`config.mk`:
```
export PLATFORM = sky130hd
export DESIGN_NAME = rv32_decode_queue
export DESIGN_NICKNAME = d
export VERILOG_FILES = /design/src/rtl/rv32_decode_queue.sv
export SDC_FILE = /design/constraint.sdc
export NUM_CORES = 1
export LEC_CHECK = 0
export BUFFER_PORTS_ARGS = -buffer_cell sky130_fd_sc_hd__buf_2
export CAP_MARGIN = 20
export CORE_ASPECT_RATIO = 1.1
export CORE_MARGIN = 2
export CORE_UTILIZATION = 44
export CTS_BUF_LIST = sky130_fd_sc_hd__clkbuf_8
export CTS_CLUSTER_DIAMETER = 100
export DETAILED_ROUTE_END_ITERATION = 10
export GPL_ROUTABILITY_DRIVEN = 0
export GPL_TIMING_DRIVEN = 1
export HOLD_SLACK_MARGIN = 0.06
export PLACE_DENSITY = 0.71
export SYNTH_ARGS = -nofsm -noshare
export SYNTH_HDL_FRONTEND = slang
export SYNTH_SLANG_ARGS = --single-unit
export TNS_END_PERCENT = 5
```
`constraint.sdc`:
```
create_clock -name clk -period 5.96 [get_ports clk]
set_input_delay 1.192 -clock clk [delete_from_list [all_inputs] [get_ports clk]]
set_output_delay 1.192 -clock clk [all_outputs]
set_load 0.03 [all_outputs]
```
`src/rtl/rv32_decode_queue.sv`:
```
`default_nettype none
// ============================================================================
//  Module      : rv32_decode_queue
//  Description : Decoded-instruction buffer between decode and execute.
//                Holds up to DEPTH decoded bundles behind valid/ready
//                handshakes on both sides, folds the illegal-instruction
//                check into the stored exception, tracks queued FENCEs for
//                the hazard unit and supports a global flush.
//
//  Ports
//    clk                      clock, all state on rising edge
//    reset                    synchronous, active-high
//    flush_in                 drop all queued entries and the current input
//    in_valid_in/in_ready_out producer handshake
//    in_decode_valid_in       control unit decoded a legal instruction
//    in_exception_in          upstream (fetch) exception flag
//    in_exception_cause_in    upstream exception cause
//    in_mem_fence_in          incoming bundle is a FENCE
//    in_payload_in            opaque decoded bundle
//    out_valid_out/out_ready_in consumer handshake
//    out_exception_out        head exception flag
//    out_exception_cause_out  head exception cause
//    out_mem_fence_out        head is a FENCE
//    out_payload_out          head bundle
//    count_out                number of occupied entries
//    fence_pending_out        some queued entry is a FENCE
//
//  Revision    : 1.0  initial release
// ============================================================================
module rv32_decode_queue #(
    parameter int                 PAYLOAD_W     = 128,
    parameter int                 DEPTH         = 4,
    parameter int                 CAUSE_W       = 4,
    parameter logic [CAUSE_W-1:0] ILLEGAL_CAUSE = CAUSE_W'(2)
) (
    input  logic                         clk,
    input  logic                         reset,
    input  logic                         flush_in,
    // producer side
    input  logic                         in_valid_in,
    output logic                         in_ready_out,
    input  logic                         in_decode_valid_in,
    input  logic                         in_exception_in,
    input  logic [CAUSE_W-1:0]           in_exception_cause_in,
    input  logic                         in_mem_fence_in,
    input  logic [PAYLOAD_W-1:0]         in_payload_in,
    // consumer side
    output logic                         out_valid_out,
    input  logic                         out_ready_in,
    output logic                         out_exception_out,
    output logic [CAUSE_W-1:0]           out_exception_cause_out,
    output logic                         out_mem_fence_out,
    output logic [PAYLOAD_W-1:0]         out_payload_out,
    // status
    output logic [$clog2(DEPTH+1)-1:0]   count_out,
    output logic                         fence_pending_out
);

    localparam int                 c_PTR_W   = $clog2(DEPTH);
    localparam int                 c_CNT_W   = $clog2(DEPTH + 1);
    localparam logic [c_CNT_W-1:0] c_FULL    = c_CNT_W'(DEPTH);
    localparam logic [c_CNT_W-1:0] c_CNT_ONE = c_CNT_W'(1);
    localparam logic [c_PTR_W-1:0] c_PTR_ONE = c_PTR_W'(1);

    // Pointer wrap relies on DEPTH being a power of two.
    if ((DEPTH < 2) || ((DEPTH & (DEPTH - 1)) != 0)) begin : g_bad_depth
        $error("rv32_decode_queue: DEPTH must be a power of two >= 2");
    end

    // ------------------------------------------------------------------
    // State
    // ------------------------------------------------------------------
    logic [c_PTR_W-1:0]   r_wr_ptr;
    logic [c_PTR_W-1:0]   r_rd_ptr;
    logic [c_CNT_W-1:0]   r_count;
    logic [c_CNT_W-1:0]   r_fence_cnt;

    // Storage is deliberately not reset; occupancy is tracked by r_count.
    logic [PAYLOAD_W-1:0] r_payload_mem [DEPTH];
    logic [CAUSE_W-1:0]   r_cause_mem   [DEPTH];
    logic [DEPTH-1:0]     r_exc_mem;
    logic [DEPTH-1:0]     r_fence_mem;

    // ------------------------------------------------------------------
    // Handshakes
    // ------------------------------------------------------------------
    logic w_in_ready;
    logic w_out_valid;
    logic w_push;
    logic w_pop;
    logic w_fence_push;
    logic w_fence_pop;

    // Both flags come from registered state only, so there is no
    // combinational path from out_ready_in to in_ready_out. When full,
    // a same-cycle dequeue does not open a slot for the producer.
    assign w_in_ready   = (r_count != c_FULL);
    assign w_out_valid  = (r_count != '0);

    // Flush voids both handshakes: the consumer is being flushed as well.
    assign w_push       = in_valid_in & w_in_ready & ~flush_in;
    assign w_pop        = w_out_valid & out_ready_in & ~flush_in;

    assign w_fence_push = w_push & in_mem_fence_in;
    assign w_fence_pop  = w_pop & r_fence_mem[r_rd_ptr];

    // ------------------------------------------------------------------
    // Exception folding: an instruction that neither decoded legally nor
    // carried an upstream exception is stored as an illegal instruction.
    // An upstream exception always wins because it happened earlier.
    // ------------------------------------------------------------------
    logic               w_store_exc;
    logic [CAUSE_W-1:0] w_store_cause;

    always_comb begin
        w_store_exc   = in_exception_in;
        w_store_cause = in_exception_cause_in;
        if (!in_exception_in && !in_decode_valid_in) begin
            w_store_exc   = 1'b1;
            w_store_cause = ILLEGAL_CAUSE;
        end
    end

    // ------------------------------------------------------------------
    // Pointers, occupancy and fence counter
    // ------------------------------------------------------------------
    always_ff @(posedge clk) begin
        if (reset) begin
            r_wr_ptr    <= '0;
            r_rd_ptr    <= '0;
            r_count     <= '0;
            r_fence_cnt <= '0;
        end else if (flush_in) begin
            r_wr_ptr    <= '0;
            r_rd_ptr    <= '0;
            r_count     <= '0;
            r_fence_cnt <= '0;
        end else begin
            if (w_push) begin
                r_wr_ptr <= r_wr_ptr + c_PTR_ONE;
            end
            if (w_pop) begin
                r_rd_ptr <= r_rd_ptr + c_PTR_ONE;
            end

            case ({w_push, w_pop})
                2'b10:   r_count <= r_count + c_CNT_ONE;
                2'b01:   r_count <= r_count - c_CNT_ONE;
                default: r_count <= r_count;
            endcase

            case ({w_fence_push, w_fence_pop})
                2'b10:   r_fence_cnt <= r_fence_cnt + c_CNT_ONE;
                2'b01:   r_fence_cnt <= r_fence_cnt - c_CNT_ONE;
                default: r_fence_cnt <= r_fence_cnt;
            endcase
        end
    end

    // ------------------------------------------------------------------
    // Entry storage
    // ------------------------------------------------------------------
    always_ff @(posedge clk) begin
        if (w_push) begin
            r_payload_mem[r_wr_ptr] <= in_payload_in;
            r_cause_mem[r_wr_ptr]   <= w_store_cause;
            r_exc_mem[r_wr_ptr]     <= w_store_exc;
            r_fence_mem[r_wr_ptr]   <= in_mem_fence_in;
        end
    end

    // ------------------------------------------------------------------
    // Outputs: head is read straight from storage (first-word
    // fall-through) and forced to zero while the queue is empty so stale
    // storage contents never leak to execute.
    // ------------------------------------------------------------------
    assign in_ready_out            = w_in_ready;
    assign out_valid_out           = w_out_valid;
    assign out_payload_out         = w_out_valid ? r_payload_mem[r_rd_ptr] : '0;
    assign out_exception_cause_out = w_out_valid ? r_cause_mem[r_rd_ptr]   : '0;
    assign out_exception_out       = w_out_valid & r_exc_mem[r_rd_ptr];
    assign out_mem_fence_out       = w_out_valid & r_fence_mem[r_rd_ptr];
    assign count_out               = r_count;
    assign fence_pending_out       = (r_fence_cnt != '0);

endmodule
`default_nettype wire

```
* Yosys cells after proc, flatten, opt, wreduce, memory -nomap -nowiden *
Memories as Yosys holds them, arrays and structs flattened. A register that Yosys moved wholly into a read port is not among the register bits.
Index checks and enable logic that the tools add are counted.
Widths: inputs -> output; s select.

word-level totals
  register bits after elaboration = 18
  bits in writable memories = 528
  input port bits = 140
  output and inout port bits = 140
  word-level logic and storage cells = 60
  memories = 2

operators by class
  add/sub/neg operators = 6
  $lt $le $gt $ge = 3
  equal/unequal tests = 5
  muxes and demuxes = 20
  bitwise operators = 9
  reduce and logical (&&, ||, !) cells = 9

memories
  name           words  width  rd ports  clocked after memory_dff  write ports  RTL line  RTL
  r_payload_mem  4      128    1         1                         1            79        logic [PAYLOAD_W-1:0] r_payload_mem [DEPTH];
  r_cause_mem    4      4      1         1                         1            80        logic [CAUSE_W-1:0] r_cause_mem [DEPTH];

operators by type and width
  kind                 count
  $mux 128             1
  $pmux 3 s2           2
  $and 1x1->1          8
  $bwmux 4             2
  $mux 2               4
  $mux 4               2
  $add 3x1->3 const B  2
  $lt 2x3->1 const B   2
  $mux 1               6
  $reduce_bool 3->1    2
  $sub 3x1->3 const B  2
  $add 2x1->2 const B  2
  $bmux 1 s2           2
  $eq 2x1->1 const B   2
  $eq 2x2->1 const B   2
  $reduce_bool 2->1    2
  $ne 3x3->1 const B   1
  $demux 1 s2          1
  $ge 2x1->1 const B   1
  $logic_and 1x1->1    2
  $logic_not 1->1      2
  $reduce_or 2->1      1
  $not 1->1            1

* Longest topological paths before layout *
  depth in word-level cells = 6
  gate-level depth with buffers = 10
  gate-level depth less buffers = 9

* Worst setup path before layout *
OpenSTA, ideal clock, no wires.

  kind = input to register
  start point = input in_valid_in
  end point = memory r_cause_mem[0][0] (enable)
  setup time = 510 ps
  arrival = 4,665 ps
  data required time = 5,450 ps
  setup slack = 785 ps
  stages on the path = 2
  buffers on the path = 0
  cell sequence = nor2b_1 > and3_1

on the way
  word-level cells in the longest chain between the ends = 4

ends and longest elaborated chain
  item                          RTL line  RTL
  from (decl)                   40        input logic in_valid_in,
  $and 1x1->1 (2 in series)     101       assign w_push = in_valid_in & w_in_ready & ~flush_in;
  $mux 1                        164       if (w_push) begin
  $mux 1 (implied by the code)  166       r_cause_mem[r_wr_ptr] <= w_store_cause;
  to (decl)                     80

No other way between the ends.

==> results.yml <==
setup_path:
  cp_data_arrival_time_ns: 2.90
  critical_path_class: "reg2out"
  startpoint_type: "flip-flop"
  end_kind: "output pin"
  worstPathMaxFanout: 38
  cp.required_ns: 4.77
timing:
  rsz0062_at_grt: "no"
  layout_setup_ws_ns: 1.86
  final.period_utilization: 0.687
  hold_viol: 0
  setup_viol: 0
  timing.hold.ws_ns: 0.498
  worst_pin_slew_ns: 0.992
  slew-limit-headroom: 0.339
  finalMaxSlewViolations: 0
  fin_skew_ns: 0.0204
  tns_ns: 0
  max_freq_mhz: 244
  period_needed_ns: 4.10
grt:
  antenna_found_initial: 17
  grt_max_degree: 94
  busiest_layer: "met2"
  grt_use_met3: 0.0642
  overflow: 0
  grt_pass1_vias: 11300
  grt_util_all_layers: 0.177
  grtUsageMet1: 0.205
  grt_first_pass_wirelength_um: 64300
  grt_util_met2: 0.297
finish:
  final_cells: 1977
  nNetsFinal: 1413
  drive_gt1_frac: 0.416
  syn_to_final_growth_pct: 18.5
  n_fill_cell: 3728
floorplan:
  die_y_um: 233
  die_area_sq_mm: 0.0493
  core_area_sq_mm: 0.0468
  num_rows: 83
  die_x_um: 212
  start_util: 0.446
  io_pins: 280
power:
  ir_worst_vdd_mv: 0.265
  cellLeakagePower_nw: 8.59
  cellPowerDensity_mw_per_mm2: 311
synthesis:
  synth_area_leaders: "edfxtp_1 (77%), mux4_2 (14%), and2_1 (4.1%)"
  seq_area_frac_synth: 0.782
  syn_avg_cell_area_sq_um: 22.6
  yosysTopAreaCell: "edfxtp_1"
  ys_seq_elements: 548
  synth_top_area_frac: 0.770
  synth_warnings: 0
  synth_cell_types: 28
  syn_area_sq_mm: 0.0209
  synth_edf_count: 536
  synth_common_cells: "edfxtp_1 (536), and2_1 (136), mux4_2 (134)"
  netlist_instances: 926
  async_flop_share: 0
  synth_nets: 1074
  synth_ff_type: "edfxtp_1"
  yosys.cell_count.top_type: "edfxtp_1"
run_status:
  status: "completed"
min_path:
  hold_class: "reg2reg"
clock_network:
  postCtsHoldBufs: 0
  htreeDepth: 3
  cts_root_buf: "clkbuf_8"
  clk_pin_slew_ns: 0.06
  cts_resized: 0
  clk_latency_ns: 0.66
  cts_buffers: 87
  ctsLongestPathBuffers: 3
  clock_sinks: 548
  cts_tree: "yes"
  cts_setup_buffers: 0
placed_design:
  io_buffers: 279
  hpwl_um: 24600
  dp.cells: 1812
  dpl_worst_slack_ns: 2.12
route:
  antenna_left: 0
  firstDrtPassIters: 4
  post_drt_wl_per_cell_um: 21.5
  viasPerCell: 5.14
  drt_iter0_markers: 511
  routed_wl_um: 42500
  post-route-drc-count: 0
  num_vias: 10200
flow_run:
  cap_violations: 0
[cell type report]
cell class              instances  area (sq um)  area share
diodes                          7          17.5    0.000707
clock buffers                  88          1210      0.0489
well taps                     637           797      0.0322
clock inverters                69           467      0.0188
flip-flops and latches        548         16300       0.660
multi-input cells             325          4290       0.173
repair buffers                297          1610      0.0652
inverters                       6          22.5    0.000909
[routing by layer]
| metal | share of wire | wire [um] | vias up |
|---|---|---|---|
| li1 | - | - | 4480 |
| met1 | 0.39 | 16500 | 5214 |
| met2 | 0.50 | 21200 | 334 |
| met3 | 0.084 | 3560 | 106 |
| met4 | 0.027 | 1170 | 22 |
| met5 | 0.0035 | 147 | - |
[path summary, 6_finish.rpt]
path	startpoint	end	slack, ns	cells after the start
setup / recovery	flip-flop	out_payload_out[45]	1.86	5
hold / removal	r_fence_cnt[2]	r_fence_cnt[2]	0.50	2
setup reg to reg	count_out[0]	r_payload_mem[0][103]	3.34	3
hold reg to reg	r_fence_cnt[2]	r_fence_cnt[2]	0.50	2
[power breakdown]
group | switching [mW] | total, mW | internal (mW) | leakage (nW)
logic | 0.200 | 0.323 | 0.124 | 2.67
registers | 0.0134 | 4.30 | 4.29 | 4.97
clock network | 1.43 | 3.07 | 1.65 | 0.960
total | 1.64 | 7.70 | 6.06 | 8.59
[through the flow]
stage          utilization  power [mW]  area [sq um]
5_1_grt              0.529        7.99         24800
3_5_place_dp         0.492        4.71         23000
4_1_cts              0.528        7.80         24700
6_report             0.529        7.70         24800
3_3_place_gp         0.492        4.70         23000
2_1_floorplan            -        4.56         20900
[placed cells by master, fill, tap and decap left out, types with 2 or more instances in the layout]
| master | Yosys | routed |
|---|---|---|
| a21oi_1 | 4 | 4 |
| and2_1 | 136 | 136 |
| and3_4 | 0 | 4 |
| buf_12 | 0 | 5 |
| buf_2 | 16 | 279 |
| buf_4 | 0 | 12 |
| bufinv_16 | 0 | 6 |
| clkbuf_8 | 0 | 88 |
| clkinv_1 | 0 | 14 |
| clkinv_2 | 0 | 12 |
| clkinvlp_4 | 0 | 4 |
| dfxtp_1 | 12 | 10 |
| dfxtp_4 | 0 | 2 |
| diode_2 | 0 | 7 |
| edfxtp_1 | 536 | 536 |
| fa_1 | 2 | 2 |
| ha_1 | 6 | 6 |
| inv_1 | 6 | 35 |
| inv_6 | 0 | 4 |
| mux4_2 | 134 | 134 |
| nor2_1 | 11 | 11 |
| nor2b_1 | 4 | 4 |
| o21ai_0 | 2 | 2 |
| o31ai_1 | 2 | 2 |
| or2_2 | 2 | 2 |
| or3_1 | 4 | 3 |
| xor2_1 | 5 | 5 |
[worst max-delay path, stage by stage (launching register included)]
cell and delay (ns):
dfxtp_4 0.50, buf_16 0.32, buf_4 0.42, mux4_2 0.56, and2_1 0.19, buf_2 0.18
[state kept, by name (all words and copies together) (netlist names), named ones only]
name,cells
r_wr_ptr,2
r_fence_mem,4
r_rd_ptr,2
r_fence_cnt,3
r_exc_mem,4
r_payload_mem,512
r_cause_mem,16
count_out,3
[cells by family (layout without fill, tap and decap cells)]
logic type | after synthesis | in the layout | synth area share
DFF | 548 | 548 | 0.782
and+or+nand+nor | 166 | 166 | 0.0483
muxes | 135 | 135 | 0.145
buffers and inverters | 53 | 460 | 0.0141
AOI/OAI and AO/OA | 10 | 10 | 0.00293
adders and majority gates | 8 | 8 | 0.00551
xor gates and xnor gates | 6 | 6 | 0.00251
other | 0 | 7 | 0
Power figures use the tool's default switching activity.
